`config.mk`:
```
export PLATFORM = sky130hd
export DESIGN_NAME = mil1553_tx_encoder
export DESIGN_NICKNAME = d
export VERILOG_FILES = /design/src/rtl/mil1553_tx_encoder.sv
export SDC_FILE = /design/constraint.sdc
export NUM_CORES = 1
export LEC_CHECK = 0
export CORE_MARGIN = 2
export CORE_UTILIZATION = 47
export DETAILED_ROUTE_END_ITERATION = 10
export PLACE_DENSITY = 0.75
export SKIP_LAST_GASP = 1
export SYNTH_ARGS = -nofsm -noshare
export SYNTH_HDL_FRONTEND = slang
export SYNTH_SLANG_ARGS = --single-unit
```
`constraint.sdc`:
```
create_clock -name aclk -period 2.1 [get_ports aclk]
set_input_delay 0.315 -clock aclk [delete_from_list [all_inputs] [get_ports aclk]]
set_output_delay 0.315 -clock aclk [all_outputs]
set_load 0.01 [all_outputs]
```
`src/rtl/mil1553_tx_encoder.sv`:
```
// MIL-STD-1553 Manchester II word encoder: AXI-Stream word in, 40 half-bit frame out, back-to-back capable.
// Optional macro MIL1553_TX_TIMEOUT_EN adds a sticky fail-safe abort after 1320 continuous transmit half-bits.
module mil1553_tx_encoder #(
  parameter int clock_speed         = 2000000,
  parameter int mil1553_sample_rate = 2000000
) (
  input  logic        aclk,
  input  logic        arst,
  input  logic [15:0] s_axis_tdata,
  input  logic        s_axis_tuser,
  input  logic        s_axis_tvalid,
  output logic        s_axis_tready,
  output logic        tx0_1553,
  output logic        tx1_1553,
  output logic        en_tx_1553,
  output logic        busy,
  output logic        timeout
);

  localparam int DIV = clock_speed / mil1553_sample_rate;
  localparam int CW  = (DIV > 1) ? $clog2(DIV) : 1;

  typedef enum logic [1:0] {S_IDLE, S_SYNC, S_DATA, S_PARITY} state_t;

  state_t        r_state, w_state_nxt;
  logic [CW-1:0] r_cnt, w_cnt_nxt;
  logic [5:0]    r_hb, w_hb_nxt, w_hb_inc;
  logic [15:0]   r_data;
  logic          r_cmd;
  logic          r_par;
  logic          r_rst_q;

  logic          w_tick;
  logic          w_last;
  logic          w_accept;
  logic          w_en;
  logic          w_tx0;
  logic          w_to_hit;
  logic          w_timeout;
  logic [3:0]    w_didx;

  assign w_tick   = (r_cnt == CW'(DIV - 1));
  assign w_last   = (r_state == S_PARITY) && (r_hb == 6'd39) && w_tick;
  assign w_accept = s_axis_tvalid && s_axis_tready;
  assign w_hb_inc = r_hb + 6'd1;
  assign w_en     = (r_state != S_IDLE);

  // r_rst_q keeps tready low while arst is held; it rises the cycle after release.
  assign s_axis_tready = ~r_rst_q && ~w_timeout && ((r_state == S_IDLE) || w_last);

  always_ff @(posedge aclk) begin
    if (arst) begin
      r_state <= S_IDLE;
      r_cnt   <= '0;
      r_hb    <= '0;
      r_rst_q <= 1'b1;
      r_data  <= '0;
      r_cmd   <= 1'b0;
      r_par   <= 1'b0;
    end else begin
      r_rst_q <= 1'b0;
      r_state <= w_state_nxt;
      r_cnt   <= w_cnt_nxt;
      r_hb    <= w_hb_nxt;
      if (w_accept) begin
        r_data <= s_axis_tdata;
        r_cmd  <= s_axis_tuser;
        r_par  <= ~^s_axis_tdata;
      end
    end
  end

  always_comb begin
    w_state_nxt = r_state;
    w_cnt_nxt   = r_cnt;
    w_hb_nxt    = r_hb;
    if (r_state != S_IDLE) begin
      if (!w_tick) begin
        w_cnt_nxt = r_cnt + CW'(1);
      end else if (w_last) begin
        w_cnt_nxt   = '0;
        w_hb_nxt    = '0;
        w_state_nxt = w_accept ? S_SYNC : S_IDLE;
      end else begin
        w_cnt_nxt = '0;
        w_hb_nxt  = w_hb_inc;
        if (w_hb_inc < 6'd6)       w_state_nxt = S_SYNC;
        else if (w_hb_inc < 6'd38) w_state_nxt = S_DATA;
        else                       w_state_nxt = S_PARITY;
      end
    end else if (w_accept) begin
      w_state_nxt = S_SYNC;
      w_cnt_nxt   = '0;
      w_hb_nxt    = '0;
    end
    if (w_to_hit) begin
      w_state_nxt = S_IDLE;
      w_cnt_nxt   = '0;
      w_hb_nxt    = '0;
    end
  end

  // Data half-bits 6..37 map two-per-bit onto tdata[15] down to tdata[0].
  assign w_didx = 4'd15 - 4'(r_hb[5:1] - 5'd3);

  always_comb begin
    w_tx0 = 1'b0;
    case (r_state)
      S_SYNC:   w_tx0 = r_cmd ? (r_hb < 6'd3) : (r_hb >= 6'd3);
      S_DATA:   w_tx0 = r_data[w_didx] ^ r_hb[0];
      S_PARITY: w_tx0 = r_par ^ r_hb[0];
      default:  w_tx0 = 1'b0;
    endcase
  end

`ifdef MIL1553_TX_TIMEOUT_EN
  localparam logic [10:0] TO_LIMIT = 11'd1320;
  logic [10:0] r_tcnt;
  logic        r_timeout;

  assign w_to_hit  = w_en && w_tick && (r_tcnt == TO_LIMIT - 11'd1);
  assign w_timeout = r_timeout;

  always_ff @(posedge aclk) begin
    if (arst) begin
      r_tcnt    <= '0;
      r_timeout <= 1'b0;
    end else if (w_to_hit) begin
      r_tcnt    <= '0;
      r_timeout <= 1'b1;
    end else if (!w_en) begin
      r_tcnt <= '0;
    end else if (w_tick) begin
      r_tcnt <= r_tcnt + 11'd1;
    end
  end
`else
  assign w_to_hit  = 1'b0;
  assign w_timeout = 1'b0;
`endif

  assign tx0_1553   = w_tx0;
  assign tx1_1553   = w_en & ~w_tx0;
  assign en_tx_1553 = w_en;
  assign busy       = w_en;
  assign timeout    = w_timeout;

endmodule

```
==> results of run 1 <==
[routing by layer]
layer / wire length (µm) / vias to the layer above / share of wire, % / GRT usage (%)
met5: 0 / - / 0 / 0
met4: 80 / 0 / 2.2 / 5.28
met3: 242 / 12 / 6.7 / 2.77
met2: 1820 / 61 / 50 / 36.4
met1: 1470 / 634 / 41 / 26.5
li1: - / 686 / - / -
[registers in the layout, indices dropped and copies added, names as in the netlist]
register / count
r_hb: 6
r_par: 1
r_cmd: 1
r_rst_q: 1
r_data: 16
r_state: 2
[cell type report]
cell class                      instances  area (µm²)
Multi-Input combinational cell        141         975
Tap cell                               44        55.1
Inverter                                2        7.51
Sequential cell                        27         549
Clock buffer                            4        26.3
Fill cell                             283        1060
Timing Repair Buffer                   42         378
[logic make-up (layout without fill, tap and decap cells)]
| group | Yosys count | in the layout |
|---|---|---|
| multiplexers | 9 | 9 |
| AO/OA/AOI/OAI | 37 | 37 |
| buffers and inverters | 14 | 48 |
| adder cells (fa/ha/maj) | 2 | 2 |
| AND/OR/NAND/NOR | 69 | 69 |
| flip-flops | 27 | 27 |
| other | 1 | 1 |
| XOR/XNOR | 23 | 23 |
[power by group through the flow]
stage	sequential (W)	combinational, W	clock [W]
floorplan	0.000554	0.000146	0
global placement	0.000559	0.000222	0
detailed placement	0.000560	0.000232	0
CTS	0.000549	0.000235	0.000228
global route	0.000552	0.000262	0.000248
finish	0.000550	0.000244	0.000222
[cells in the final DEF (no fill, tap or decap), drive strengths merged, types with 2 or more instances in the layout]
| cell type | Yosys | routed |
|---|---|---|
| ha | 2 | 2 |
| nor2b | 4 | 4 |
| dfxtp | 27 | 27 |
| o21ai | 4 | 4 |
| nor2 | 11 | 11 |
| mux4 | 4 | 4 |
| xor2 | 5 | 5 |
| o22ai | 2 | 2 |
| buf | 6 | 20 |
| nand2b | 2 | 2 |
| nor3 | 2 | 2 |
| clkdlybuf4s50 | 0 | 21 |
| mux2i | 4 | 4 |
| nand3b | 2 | 2 |
| nand2 | 43 | 43 |
| a21oi | 20 | 20 |
| clkbuf | 6 | 5 |
| a22oi | 4 | 4 |
| inv | 2 | 2 |
| xnor2 | 18 | 18 |
[final timing paths]
kind	to	cells past startpoint
worst max-delay path	tx1_1553	7
worst min-delay path	r_data[12]$_SDFFE_PP0P_	2
worst max register to register	r_data[5]$_SDFFE_PP0P_	10
worst min register to register	r_data[12]$_SDFFE_PP0P_	2
[tightest hold or removal path: cells and delay by family (launching register included)]
family,cells,cell delay [ns]
flip-flops,1,0.34
AO/OA/AOI/OAI,1,0.06
AND/OR/NAND/NOR,1,0.06
[metrics by stage]
stage / power [W] / util, % / cells
after global routing: 0.00106 / 65.2 / 260
after floorplan: 0.000700 / - / 182
after CTS: 0.00101 / 63.9 / 259
after detailed placement: 0.000792 / 62.0 / 253
final: 0.00102 / 65.2 / 260
after global placement: 0.000782 / 62.0 / 253
[what timing repair did]
item | CTS | global route
setup buffers | 2 | 0
pin swaps | 3 | 3
gates cloned | 0 | 1
resized for setup | 23 | 8
endpoints found under the setup margin | 21 | 23
hold endpoints to repair | 0 | 0
==> reports/qor.log, run 1 <==
[status] run status finished, violations left
[status] violated checks setup timing
[grt] gr ovfl total 0
[route] number of design rule violations left after detail routing 0
[synthesis] largest family of logic cells by synthesized area simple AND/OR/NAND/NOR gates
[setup_path] data arrival time of the critical path 2.33 ns
[clock_network] root buf cell sky130_fd_sc_hd__clkbuf_4
[hold_path] Min-Delay Startpoint r_data[12]$_SDFFE_PP0P_
[layout] final design area excluding fillers 1990 µm²
[grt] number of global-route vias before repair 1364
[grt] pin count of the biggest net entering global routing 20
[setup_path] crit-path cells ha_4 > xor2_4 > mux4_2 > mux2i_1 > o22ai_2 > mux2_2 > buf_6
[power] relative contribution of the clock network to total power 21.8%
[synthesis] most frequent cells after synthesis sky130_fd_sc_hd__nand2_1 (43), sky130_fd_sc_hd__dfxtp_1 (27), sky130_fd_sc_hd__a21oi_1 (20), sky130_fd_sc_hd__xnor2_1 (18), sky130_fd_sc_hd__nor2_1 (11)
[clock_network] clock insertion delay at the later pin of the skew report 0.31 ns
[synthesis] most area-consuming cells after synthesis sky130_fd_sc_hd__dfxtp_1 (36%), sky130_fd_sc_hd__nand2_1 (11%), sky130_fd_sc_hd__xnor2_1 (10%), sky130_fd_sc_hd__mux4_1 (6.9%), sky130_fd_sc_hd__a21oi_1 (6.6%)
[power] peak ir drop on the vdd network 0.311 mV
[grt] global-route wire length before repair 5780 µm
[timing] setup repair after global routing missed its margin yes
[placement] cell area after placement 1890 µm²
[timing] final worst path period share 126%
[synthesis] area share of the leading cell type in the synthesized netlist 35.7%
[setup_path] kind of start point of the critical path register
[power] PwrDens 510 nW/µm²
[synthesis] post-synthesis share of cell area spent on full adders, half adders and majority gates 1.65%
[floorplanning] die width 60.8 µm
[synthesis] average cell area after synthesis 8.33 µm²
[route] average wire per standard cell 13.9 µm
[layout] Area growth, synth to finish 31.4%
[power] cell-internal power 0.000739 W
[synthesis] post-synthesis register bit count 27
[timing] hold violation total from the final report 0
[layout] number of diodes added for antenna fixing 0
[clock_network] clock tree buffer depth 2
[synthesis] count of mapped cells out of synthesis 182
[placement] # port buffers 24
[placement] HPWL reported at the end of detailed placement 2700 µm
[floorplanning] Rows 20
[setup_path] Reg-to-Reg Start r_hb[1]$_SDFFE_PP0P_
[timing] max-slew violation count 0
[timing] Setup Total Neg Slack -1.08 ns
[synthesis] sequential-to-total area share from yosys stat 35.7%
[layout] fraction of layout cells with a size suffix above 1 19.0%
[clock_network] Inserted Clock Buffers 3
[synthesis] cell taking the most area after synthesis sky130_fd_sc_hd__dfxtp_1
[synthesis] simple logic cell fraction of the synthesized area 19.7%
[run] number of max-cap violations 0
[synthesis] number of flops mapped to enable cells by yosys 0
[setup_path] slowest cell on the critical path sky130_fd_sc_hd__mux4_2
[grt] initial antenna violation count 0
[setup_path] Worst setup startpoint r_hb[2]$_SDFFE_PP0P_
[power] net switching share of the total power 27.2%
[synthesis] post-synthesis net count 204
[synthesis] share of cell area taken by muxes after synthesis 10.3%
[power] part of the power in combinational logic 24.0%
[timing] Clock Skews 0.00109 ns
[setup_path] CP Data Required Time 1.78 ns
[power] sw power 0.000276 W
[route] wirelength, routed 3610 µm
[clock_network] clock transition at the register clock pins on the worst setup and hold paths after CTS 0.14 ns
[synthesis] fraction of the mapped netlist area in compound gates 14.4%
[placement] weighted congestion reported at the end of routability-driven placement 0.800
[timing] fin worst setup slack -0.541 ns
[setup_path] highest cell delay on the worst timing path 0.53 ns
[placement] Placement Setup Slack -0.569 ns
[synthesis] parity-gate share of the synthesized area counting xor and xnor cells 13.3%
[synthesis] share of flip-flops with an asynchronous set or reset 0%
[timing] # setup viols final 2
[clock_network] clock sinks 27
[floorplanning] Chip Height 60.8 µm
[route] remaining antenna violation count 0
[clock_network] CTS tree yes
[setup_path] CP delay by family, top multiplexers
[floorplanning] number of placed I/O pins 26
[synthesis] commonest register cell after synthesis sky130_fd_sc_hd__dfxtp_1
[route] Starting DRT DRC Count 34
[power] cell leakage power 0.732 nW
[layout] number of nets at the end of the flow 239
[synthesis] number of warnings issued by yosys 0
[route] via/cell ratio 5.36
[hold_path] path type of the worst min-delay path reg2reg
[grt] GRT Resource Usage Total 20.6%
[timing] Peak Freq 0.379 GHz
[setup_path] largest fanout on the critical path 3
[timing] final-layout worst hold slack 0.477 ns
[synthesis] Yosys cell types 35
[route] Initial DRT Pass Iterations 4
[power] sequential share of power 54.1%
[synthesis] area of the mapped netlist 1520 µm²
[clock_network] H-tree Lvls 1
[clock_network] number of hold buffers added after CTS 0
[synthesis] most instantiated library cell after synthesis sky130_fd_sc_hd__nand2_1
[route] total via count after detailed routing 1393
[floorplanning] CORE AREA 3050 µm²
[floorplanning] initial core utilization 49.6%
[setup_path] class of the most critical setup path reg2out
[setup_path] crit end category primary output
[timing] clock period minus final worst setup slack 2.64 ns
[setup_path] Buf/Inv on CP 1
[floorplanning] full die area 3690 µm²
[setup_path] r2r setup slk 0.12 ns
(Power assumes the default switching activity.)
==> run 2: changes to the inputs <==
--- a/config.mk
+++ b/config.mk
@@ -6,9 +6,9 @@
 export NUM_CORES = 1
 export LEC_CHECK = 0
 export CORE_MARGIN = 2
-export CORE_UTILIZATION = 47
+export CORE_UTILIZATION = 35
+export CTS_CLUSTER_DIAMETER = 50
 export DETAILED_ROUTE_END_ITERATION = 10
-export PLACE_DENSITY = 0.75
 export SKIP_LAST_GASP = 1
 export SYNTH_ARGS = -nofsm -noshare
 export SYNTH_HDL_FRONTEND = slang
==> run 2 against run 1 <==
Core utilization shrank 15 points. Total power grew 6.7%. Global-route usage shrank 5.9 points. The flow still finishes with violations (setup timing). Maximum frequency grew 1.8%. Largest cell class unchanged. First-iteration DRC count grew 91%.
==> reports/qor.log, run 2 (synthesized netlist as in run 1, its figures left out) <==
[setup_path] kind of start point of the critical path register [unchanged]
[route] wirelength, routed 3560 µm [was 3610 µm]
[placement] weighted congestion reported at the end of routability-driven placement 0.799 [was 0.800]
[timing] fin worst setup slack -0.495 ns [was -0.541 ns]
[placement] placed insts 257 [was 253]
[floorplanning] full die area 4870 µm² [was 3690 µm²]
[setup_path] number of cells traversed by the worst register-to-register path 10 [unchanged]
[grt] number of global-route vias before repair 1279 [was 1364]
[setup_path] data arrival time of the critical path 2.28 ns [was 2.33 ns]
[floorplanning] die width 69.8 µm [was 60.8 µm]
[layout] Non-Filler Instances 266 [was 260]
[layout] Area growth, synth to finish 34.7% [was 31.4%]
[timing] Setup Total Neg Slack -0.889 ns [was -1.08 ns]
[setup_path] crit end category primary output [unchanged]
[layout] largest registers r_data: 16 flops, r_hb: 6 flops, r_state: 2 flops [unchanged]
[floorplanning] number of placed I/O pins 26 [unchanged]
[setup_path] Critical R2R Capture r_state[0]$_SDFFE_PP0P_ [was r_data[5]$_SDFFE_PP0P_]
[timing] final worst path period share 124% [was 126%]
[layout] fraction of layout cells with a size suffix above 1 18.5% [was 19.0%]
[power] PwrDens 531 nW/µm² [was 510 nW/µm²]
[floorplanning] Rows 23 [was 20]
[timing] Clock Skews 0.00392 ns [was 0.00109 ns]
[layout] top library cells by usage in the layout, fill and taps aside sky130_fd_sc_hd__nand2_1 (43), sky130_fd_sc_hd__dfxtp_1 (24), sky130_fd_sc_hd__clkdlybuf4s50_1 (21) [unchanged]
[layout] flip-flop count of the largest register, all copies and words added 16 [unchanged]
[layout] leading cell type in the layout, fill and taps excluded sky130_fd_sc_hd__nand2_1 [unchanged]
[hold_path] Worst Hold Path Cells 2 [unchanged]
[setup_path] Reg-to-Reg Start r_hb[1]$_SDFFE_PP0P_ [unchanged]
[grt] global-route wire length before repair 5890 µm [was 5780 µm]
[timing] clock period minus final worst setup slack 2.60 ns [was 2.64 ns]
[route] Initial DRT Pass Iterations 4 [unchanged]
[clock_network] H-tree Lvls 1 [unchanged]
[setup_path] class of the most critical setup path reg2out [unchanged]
[clock_network] root buf cell sky130_fd_sc_hd__clkbuf_8 [was sky130_fd_sc_hd__clkbuf_4]
[placement] # port buffers 24 [unchanged]
[route] remaining antenna violation count 0 [unchanged]
[setup_path] CP Data Required Time 1.78 ns [about the same]
[power] peak ir drop on the vdd network 0.232 mV [was 0.311 mV]
[clock_network] clock tree buffer depth 2 [unchanged]
[hold_path] Min-Delay Startpoint r_data[15]$_SDFFE_PP0P_ [was r_data[12]$_SDFFE_PP0P_]
[grt] initial antenna violation count 0 [unchanged]
[status] violated checks setup timing [unchanged]
[status] run status finished, violations left [unchanged]
[layout] end-of-flow core utilization 49.9% [was 65.2%]
[layout] number of diodes added for antenna fixing 0 [unchanged]
[floorplanning] initial core utilization 37.1% [was 49.6%]
[grt] GRT Resource Usage Total 14.7% [was 20.6%]
[route] Starting DRT DRC Count 65 [was 34]
[setup_path] r2r setup slk 0.07 ns [was 0.12 ns]
[route] average wire per standard cell 13.4 µm [was 13.9 µm]
[clock_network] clock sinks 27 [unchanged]
[timing] max-slew violation count 0 [unchanged]
[grt] pin count of the biggest net entering global routing 20 [unchanged]
[clock_network] CTS tree yes [unchanged]
[setup_path] largest fanout on the critical path 3 [unchanged]
[layout] largest register by flop count r_data [unchanged]
[run] number of max-cap violations 0 [unchanged]
[clock_network] clock insertion delay at the later pin of the skew report 0.27 ns [was 0.31 ns]
[clock_network] number of hold buffers added after CTS 0 [unchanged]
[layout] number of nets at the end of the flow 239 [unchanged]
[timing] hold violation total from the final report 0 [unchanged]
[placement] HPWL reported at the end of detailed placement 2640 µm [was 2700 µm]
[route] via/cell ratio 5.08 [was 5.36]
[route] number of design rule violations left after detail routing 0 [unchanged]
[clock_network] clock transition at the register clock pins on the worst setup and hold paths after CTS 0.09 ns [was 0.14 ns]
[floorplanning] Chip Height 69.8 µm [was 60.8 µm]
[grt] gr ovfl total 0 [unchanged]
[timing] setup repair after global routing missed its margin yes [unchanged]
[hold_path] endpoint of the worst hold path r_data[15]$_SDFFE_PP0P_ [was r_data[12]$_SDFFE_PP0P_]
[timing] # setup viols final 3 [was 2]
[clock_network] Inserted Clock Buffers 3 [unchanged]
[route] total via count after detailed routing 1352 [was 1393]
[power] cell leakage power 0.754 nW [was 0.732 nW]
[timing] Peak Freq 0.385 GHz [was 0.379 GHz]
[floorplanning] CORE AREA 4090 µm² [was 3050 µm²]
[hold_path] path type of the worst min-delay path reg2reg [unchanged]
[run 2: cell types whose count changed in the layout (fill, tap and decap cells not counted), sizes merged]
cell,before,now
buf,20,21
clkbuf,5,4
[run 2: cell type report]
type | count | area [µm²]
Inverter | 2 | 7.51
Multi-Input combinational cell | 141 | 990
Timing Repair Buffer | 42 | 387
Tap cell | 50 | 62.6
Clock buffer | 4 | 45.0
Sequential cell | 27 | 549
Fill cell | 398 | 2050
[run 2: worst max path at each step]
| stage | cells past startpoint | slack [ns] | from | to |
|---|---|---|---|---|
| 6_report | 7 | -0.50 | r_hb[2]$_SDFFE_PP0P_ | tx1_1553 |
| 5_1_grt | 7 | -0.57 | r_hb[2]$_SDFFE_PP0P_ | tx1_1553 |
| 4_1_cts | 7 | -0.51 | r_hb[1]$_SDFFE_PP0P_ | tx1_1553 |
| 3_5_place_dp | 7 | -0.61 | r_hb[2]$_SDFFE_PP0P_ | tx1_1553 |
| 3_3_place_gp | 7 | -0.56 | r_hb[2]$_SDFFE_PP0P_ | tx1_1553 |
| 2_1_floorplan | 6 | -0.03 | r_hb[2]$_SDFFE_PP0P_ | tx1_1553 |
[run 2: report_power, final]
part	total [W]	switching, W	internal (W)
registers	0.000548	0.0000157	0.000533
clock network	0.000292	0.000156	0.000136
logic	0.000243	0.000109	0.000134
[run 2: layer usage]
| metal | routed length, µm | track usage (%) | share of wire, % |
|---|---|---|---|
| met4 | 51 | 4.70 | 1.4 |
| met5 | 0 | 0 | 0 |
| met1 | 1560 | 19.2 | 44 |
| met2 | 1790 | 24.2 | 50 |
| met3 | 158 | 2.91 | 4.4 |
[run 2: per-stage QoR]
step / total power (W) / setup WS, ns / area, µm² / hold WS [ns]
final: 0.00108 / -0.495 / 2040 / 0.463
after global routing: 0.00114 / -0.567 / 2040 / 0.472
after CTS: 0.00109 / -0.512 / 1980 / 0.463
after detailed placement: 0.000794 / -0.606 / 1900 / 0.449
after global placement: 0.000788 / -0.558 / 1900 / 0.445
after floorplan: 0.000700 / -0.0321 / 1550 / 0.343
[run 2: repair_timing]
action,4_1_cts,5_1_grt
pin swaps,3,4
endpoints found under the setup margin,20,5
gates resized for setup,24,6
buffers inserted,0,5
[run 2: critical path, stage by stage, from the launching register on]
cell and delay (ns):
sky130_fd_sc_hd__dfxtp_4 0.36, sky130_fd_sc_hd__ha_4 0.20, sky130_fd_sc_hd__xor2_4 0.19, sky130_fd_sc_hd__mux4_2 0.53
sky130_fd_sc_hd__mux2i_2 0.18, sky130_fd_sc_hd__o22ai_2 0.12, sky130_fd_sc_hd__mux2_2 0.30, sky130_fd_sc_hd__buf_6 0.12
